File: config.mk
export PLATFORM = sky130hd
export DESIGN_NAME = sqrt_result_buffer_flat
export DESIGN_NICKNAME = d
export VERILOG_FILES = /design/src/rtl/sqrt_result_buffer_if.sv /design/src/rtl/sqrt_result_buffer.sv /design/src/flat_wrapper.sv
export SDC_FILE = /design/constraint.sdc
export NUM_CORES = 1
export LEC_CHECK = 0
export CORE_MARGIN = 2
export CORE_UTILIZATION = 50
export DETAILED_ROUTE_END_ITERATION = 16
export PLACE_DENSITY_LB_ADDON = 0.15
export SYNTH_ARGS = -nofsm -noshare
export SYNTH_HDL_FRONTEND = slang
export SYNTH_SLANG_ARGS = --single-unit
File: constraint.sdc
create_clock -name clk -period 1.94 [get_ports clk]
set_input_delay 0.582 -clock clk [delete_from_list [all_inputs] [get_ports clk]]
set_output_delay 0.582 -clock clk [all_outputs]
set_load 0.005 [all_outputs]
File: src/rtl/sqrt_result_buffer_if.sv
// Valid/ready handshake bundle between the sqrt datapath, the result buffer
// and the writeback arbiter.
interface sqrt_result_buffer_if #(
  parameter int unsigned bits     = 32,
  parameter int unsigned tag_bits = 5
);
  logic                in_valid;
  logic [bits-1:0]     in_data;
  logic [tag_bits-1:0] in_tag;
  logic                in_ready;
  logic                out_valid;
  logic [bits-1:0]     out_data;
  logic [tag_bits-1:0] out_tag;
  logic                out_ready;

  modport slave (
    input  in_valid, in_data, in_tag, out_ready,
    output in_ready, out_valid, out_data, out_tag
  );

  modport master (
    output in_valid, in_data, in_tag, out_ready,
    input  in_ready, out_valid, out_data, out_tag
  );
endinterface

File: src/rtl/sqrt_result_buffer.sv
// Two-entry skid buffer between the sqrt result registers and core writeback.
// Strict FIFO order, with a synchronous flush that takes priority over push and pop.
module sqrt_result_buffer #(
  parameter int unsigned bits     = 32,
  parameter int unsigned tag_bits = 5
) (
  input  logic                 clk,
  input  logic                 rst_n,
  input  logic                 flush,
  sqrt_result_buffer_if.slave  bus,
  output logic [1:0]           occupancy
);

  typedef enum logic [1:0] {
    EMPTY = 2'd0,
    ONE   = 2'd1,
    FULL  = 2'd2
  } state_t;

  state_t              state;
  logic [bits-1:0]     head_data;
  logic [tag_bits-1:0] head_tag;
  logic [bits-1:0]     tail_data;
  logic [tag_bits-1:0] tail_tag;
  logic                push;
  logic                pop;

  // Every output is a register or a pure decode of state, so there is no
  // combinational path from the input handshake through to the output handshake.
  assign bus.in_ready  = (state != FULL);
  assign bus.out_valid = (state != EMPTY);
  assign bus.out_data  = head_data;
  assign bus.out_tag   = head_tag;
  assign occupancy     = state;

  assign push = bus.in_valid & bus.in_ready;
  assign pop  = bus.out_valid & bus.out_ready;

  always_ff @(posedge clk or negedge rst_n) begin
    if (!rst_n) begin
      state     <= EMPTY;
      head_data <= '0;
      head_tag  <= '0;
      tail_data <= '0;
      tail_tag  <= '0;
    end else if (flush) begin
      state     <= EMPTY;
      head_data <= '0;
      head_tag  <= '0;
      tail_data <= '0;
      tail_tag  <= '0;
    end else begin
      unique case (state)
        EMPTY: begin
          if (push) begin
            head_data <= bus.in_data;
            head_tag  <= bus.in_tag;
            state     <= ONE;
          end
        end
        ONE: begin
          case ({push, pop})
            2'b10: begin
              tail_data <= bus.in_data;
              tail_tag  <= bus.in_tag;
              state     <= FULL;
            end
            2'b01: begin
              head_data <= '0;
              head_tag  <= '0;
              state     <= EMPTY;
            end
            2'b11: begin
              head_data <= bus.in_data;
              head_tag  <= bus.in_tag;
            end
            default: ;
          endcase
        end
        FULL: begin
          if (pop) begin
            head_data <= tail_data;
            head_tag  <= tail_tag;
            tail_data <= '0;
            tail_tag  <= '0;
            state     <= ONE;
          end
        end
        default: state <= EMPTY;
      endcase
    end
  end

endmodule

File: src/flat_wrapper.sv
// flat-port wrapper written by rule: the top's interface ports become plain ports
module sqrt_result_buffer_flat 
#(
  parameter int unsigned bits     = 32,
  parameter int unsigned tag_bits = 5
)
  (clk, rst_n, flush, occupancy, bus_in_valid, bus_in_data, bus_in_tag, bus_out_ready, bus_in_ready, bus_out_valid, bus_out_data, bus_out_tag);
  sqrt_result_buffer_if #(.bits(bits), .tag_bits(tag_bits)) bus_i ();
  input  logic clk;
  input  logic rst_n;
  input  logic flush;
  output logic [1:0] occupancy;
  input wire logic [$bits(bus_i.in_valid)-1:0] bus_in_valid;
  input wire logic [$bits(bus_i.in_data)-1:0] bus_in_data;
  input wire logic [$bits(bus_i.in_tag)-1:0] bus_in_tag;
  input wire logic [$bits(bus_i.out_ready)-1:0] bus_out_ready;
  output wire logic [$bits(bus_i.in_ready)-1:0] bus_in_ready;
  output wire logic [$bits(bus_i.out_valid)-1:0] bus_out_valid;
  output wire logic [$bits(bus_i.out_data)-1:0] bus_out_data;
  output wire logic [$bits(bus_i.out_tag)-1:0] bus_out_tag;
  assign bus_i.in_valid = bus_in_valid;
  assign bus_i.in_data = bus_in_data;
  assign bus_i.in_tag = bus_in_tag;
  assign bus_i.out_ready = bus_out_ready;
  assign bus_in_ready = bus_i.in_ready;
  assign bus_out_valid = bus_i.out_valid;
  assign bus_out_data = bus_i.out_data;
  assign bus_out_tag = bus_i.out_tag;
  sqrt_result_buffer #(.bits(bits), .tag_bits(tag_bits)) u_core (.clk(clk), .rst_n(rst_n), .flush(flush), .bus(bus_i), .occupancy(occupancy));
endmodule
Yosys cells after proc, flatten, opt, wreduce, memory -nomap -nowiden
Cells that the tools add are included.
{ "word_totals": {"regBits": 76, "inputBits": 42, "output_inout_bits": 41, "wordCells": 48} }
{ "classes": {"eq_ne": 11, "n_mux": 23, "n_bitwise": 2, "reduce_logical": 7} }
{ "ops": {"columns": ["op", "count"], "rows": [
  ["$mux 32", 6],
  ["$pmux 32 s2", 2],
  ["$pmux 32 s3", 1],
  ["$mux 5", 6],
  ["$pmux 5 s2", 2],
  ["$pmux 5 s3", 1],
  ["$ne 3x2->1 const B", 3],
  ["$eq 2x2->1 const B", 3],
  ["$mux 2", 3],
  ["$pmux 2 s3", 1],
  ["$reduce_and 3->1", 2],
  ["$eq 2x1->1 const B", 2],
  ["$ne 4x3->1 const B", 1],
  ["$ne 4x4->1 const B", 1],
  ["$pmux 2 s2", 1],
  ["$reduce_and 4->1", 1],
  ["$reduce_bool 4->1", 1],
  ["$reduce_bool 3->1", 1],
  ["$and 1x1->1", 2],
  ["$logic_not 2->1", 1],
  ["$ne 2x2->1 const B", 1],
  ["$reduce_bool 2->1", 1]
]} }

Logic depth before layout (Yosys ltp)
{ "logic_depth": {"word_depth": 6, "ltp_mapped": 7, "ltp_nobuf": 5} }

Worst setup path before layout
OpenSTA, ideal clock, no wires.
{ "synth_path": {"path_type": "register -> register", "from": "register u_core.state[0], in the netlist u_core.occupancy[0]", "to": "register u_core.tail_data[0]", "setup_ns": 0.079, "arrival_time_ns": 1.702, "required_time_ns": 1.861, "path_slack_ns": 0.159, "path_stages_with_launch": 8, "n_path_buf": 2, "period_less_slack_ns": 1.781, "cell_sequence": "dfrtp_1 -> inv_1 -> ha_1 -> and3b_1 -> a211oi_2 -> buf_6 -> buf_8 -> mux2i_1"} }
{ "synth_between": {"elab_chain_len": 5, "word_cells_on_any_way": 13, "cone_classes": "eq/ne (6); mux (2); bitwise (2); reduce/logical (3)"} }
{ "synth_lines": {"columns": ["element", "line", "source"], "rows": [
  ["from (decl)", "sqrt_result_buffer.sv:20", "state_t state;"],
  ["from (signal assigned)", "sqrt_result_buffer.sv:41", "state <= EMPTY;"],
  ["from (signal assigned)", "sqrt_result_buffer.sv:47", "state <= EMPTY;"],
  ["from (signal assigned)", "sqrt_result_buffer.sv:58", "state <= ONE;"],
  ["$ne 2x2->1 / $reduce_bool 2->1 (equally long branches)", "sqrt_result_buffer.sv:30, sqrt_result_buffer.sv:31", null],
  ["$and 1x1->1 (on tied branches)", "sqrt_result_buffer.sv:36, sqrt_result_buffer.sv:37", null],
  ["$eq 2x2->1", "sqrt_result_buffer.sv:62", "case ({push, pop})"],
  ["$ne 3x2->1 (no source line)", null, null],
  ["$reduce_and 3->1 (no source line)", null, null],
  ["to (signal assigned)", "sqrt_result_buffer.sv:64", "tail_data <= bus.in_data;"],
  ["to (decl)", "sqrt_result_buffer.sv:23", "logic [bits-1:0] tail_data;"]
]} }
Parallel ways exist; a longest one is shown, timed or not.
A chain may end at the register's enable or synchronous reset.

Final worst setup path
{ "layout_path": {"from": "register u_core.state[1], in the netlist u_core.occupancy[1]", "to": "output bus_in_ready"} }
{ "layout_between": {"elab_chain_len": 1} }
{ "layout_lines": {"columns": ["element", "line", "source"], "rows": [
  ["$ne 2x2->1", "sqrt_result_buffer.sv:30", "assign bus.in_ready = (state != FULL);"],
  ["to (decl)", "flat_wrapper.sv:17", "output wire logic [$bits(bus_i.in_ready)-1:0] bus_in_ready;"]
]} }
Every way passes these cells.

==> results.toml <==
[yosys]
synth_compound_area_frac = 0.222
avgSynthCellArea_um2 = 9.91
synth_seq_cells = 76
muxShareOfSynthArea = 0.0818
postSynthCellCount = 457
ys_warn_count = 0
synthAdderAreaFrac = 0.0111
synth_area_um2 = 4530
synth_xor_area_frac = 0
synth-simple-area-share = 0.171
yosysSeqAreaShare = 0.420
synth_top_area_share = 0.420
synth_top_area_cell = "dfrtp_1"
synthDistinctLibCells = 32
synthTopCellsByArea = "dfrtp_1 (42%), mux2i_1 (8.2%), and3b_1 (7.2%), o2111ai_1 (7.2%), a221oi_1 (7.0%)"
syn_nets = 503
synth_top_family_by_area = "compound AO/OA/AOI/OAI gates"

[setup_path]
crit_slowest_cell = "dfrtp_1"
cp_top_family = "buffers and inverters"
critPathKind = "reg2out"
cp-end-kind = "output pin"
path_cells = "buf_4 > ha_4 > inv_4 > clkdlybuf4s15_2"
cp-endpoint = "bus_in_ready"
cp-start-kind = "flop"
r2r_cells = 7
r2r_slack_ns = 0.07
rr_endpoint = "u_core.tail_data[24]$_DFFE_PN0P_"
crit_cells = 4
required_ns = 1.36
critPathBufInv = 3
r2r-start = "u_core.occupancy[0]$_DFFE_PN0P_"
arrival_ns = 1.34
startpoint = "u_core.occupancy[1]$_DFFE_PN0P_"
max_stage_delay_ns = 0.40
worst-path-max-fanout = 5

[clock_network]
cts_made_buffers = 9
clk_pin_slew_worst_paths_ns = 0.08
cts_root_buffer = "clkbuf_8"
cts_tree = "done"
ctsLongestPathBuffers = 2
cts.sinks = 76
worst_skew_pair.late_latency_ns = 0.35
h-tree-depth = 3
hold_buffers = 0

[power_and_ir_drop]
irDropWorstVdd_mv = 0.455
leakage_nw = 2.85
report.power.total_mw = 4.20
p_per_area_nw_per_um2 = 706

[floorplan]
design.portCount = 83
die_x_um = 99.2
die_h_um = 99.2
core_um2 = 8760
initial_core_util = 0.517
rows = 34
die_area_um2 = 9830

[timing]
drv_slew = 0
fin_crit_sh = 0.989
min_period_ns = 1.92
worst_pin_slew_ns = 0.445
whs_ns = 0.211
finalHoldViolCount = 0
setup_viol = 0
rsz0062_at_grt = "no"
max_slew_margin = 0.703
finClkSkew_ns = 0.00599
fin_ws_ns = 0.0215
max_freq_ghz = 0.521

[final_layout]
finalNetCount = 588
syn_to_final_growth_pct = 31.5
antenna_cells = 0
stdcell_area_um2 = 5950
drive_above_1_share = 0.178
fillerInstances = 698

[grt]
grt_max_degree = 77
grt_first_pass_wirelength_mm = 21.1
track_usage = 0.269
overflow = 0
grt_pass1_vias = 4134
antenna_found_initial = 0

[drt]
vias_per_cell = 6.29
drc_errors = 0
drtIter0Drc = 257
ant_nets = 0
num_vias = 4111
totalWireLength_mm = 13.2
dr.pass1.iters = 5
wl_per_cell_um = 20.2

[placed_design]
pre_cts_slack_ns = -0.342
dp_hpwl_mm = 8.18
gp_congestion = 0.791
portBuffers = 82
dpl-instance-area_um2 = 5590

[hold_path]
hold_class = "in2async"

[flow_run]
maxCapViolCount = 0

[outcome]
outcome = "finished clean"
repair_timing:
| action | in CTS | in global routing |
|---|---|---|
| setup endpoints to repair | 52 | 72 |
| resized for setup | 15 | 31 |
| buffers inserted | 5 | 1 |
| pin swaps | 2 | 3 |
area by class of cell:
type                       instances  area [um2]  area share
inverter                          44         170      0.0286
multi-input combinational        283        2380       0.399
clock inverter                     3        15.0     0.00252
sequential                        76        1900       0.319
timing repair buffer             128        1220       0.205
tap                              108         135      0.0227
clock buffer                      12         135      0.0227
synth_stat cells:
library cell  number
a211oi_2           1
a21o_1             1
a221oi_1          36
a2bb2oi_1          1
a311oi_1           4
a31oi_1            1
a41oi_1            1
and3_1            37
and3b_1           37
and4bb_2           1
buf_1              1
buf_2             13
buf_6              1
buf_8              3
clkbuf_1          36
clkinv_1           1
dfrtp_1           76
ha_1               4
inv_1             42
inv_2              1
mux2i_1           37
nand2_1           37
nand2b_1           2
nand4_1            1
nand4bb_1          1
nor2_1             1
nor2_2             1
nor2b_1            3
nor4bb_1           1
o2111ai_1         37
o21a_1             1
o31ai_1           37
registers in the layout, indices dropped and copies added (netlist names):
| signal | count |
|---|---|
| u_core.bus.out_data | 32 |
| u_core.tail_data | 32 |
| u_core.bus.out_tag | 5 |
| u_core.tail_tag | 5 |
| u_core.occupancy | 2 |
routing by layer:
metal  track usage  vias to the layer above  share of wire  wire [um]
li1              -                     1893              -          -
met1         0.366                     2037           0.44       5770
met2         0.447                      168           0.48       6360
met3        0.0408                       13          0.069        913
met4        0.0801                        0          0.011        141
met5             0                        -              0          0
where the power goes:
| part | switching [mW] | internal [mW] |
|---|---|---|
| registers | 0.0893 | 1.75 |
| logic | 0.705 | 0.620 |
| clock network | 0.584 | 0.453 |
| total | 1.38 | 2.82 |
kinds of logic after synthesis:
logic type / after synthesis
and+or+nand+nor: 122
AOI/OAI and AO/OA: 120
buffers and inverters: 98
DFF: 76
muxes: 37
adders and majority gates: 4
worst min-delay path by stage:
stage	startpoint	endpoint	cells past startpoint
floorplan	rst_n	u_core.bus.out_data[0]$_DFFE_PN0P_	0
global placement	u_core.tail_data[2]$_DFFE_PN0P_	u_core.tail_data[2]$_DFFE_PN0P_	2
detailed placement	u_core.tail_data[5]$_DFFE_PN0P_	u_core.tail_data[5]$_DFFE_PN0P_	2
CTS	rst_n	u_core.bus.out_data[4]$_DFFE_PN0P_	2
global route	rst_n	u_core.tail_data[14]$_DFFE_PN0P_	2
finish	rst_n	u_core.bus.out_data[15]$_DFFE_PN0P_	2
metrics by stage:
stage | utilization | setup TNS, ns | std cells
global placement | 0.638 | -14.79 | 633
finish | 0.679 | 0 | 654
global route | 0.679 | 0 | 654
CTS | 0.663 | -0.0600 | 653
floorplan | - | 0 | 457
detailed placement | 0.638 | -16.78 | 633
placed cells by master, fill, tap and decap left out, drive strengths merged, types with 37 or more instances in the layout:
master / instances
buf: 49
mux2i: 37
o2111ai: 37
and3b: 37
nand2: 37
clkdlybuf4s50: 76
and3: 37
dfrtp: 76
o31ai: 37
inv: 43
Note: power is estimated with default switching activity, not from simulation.
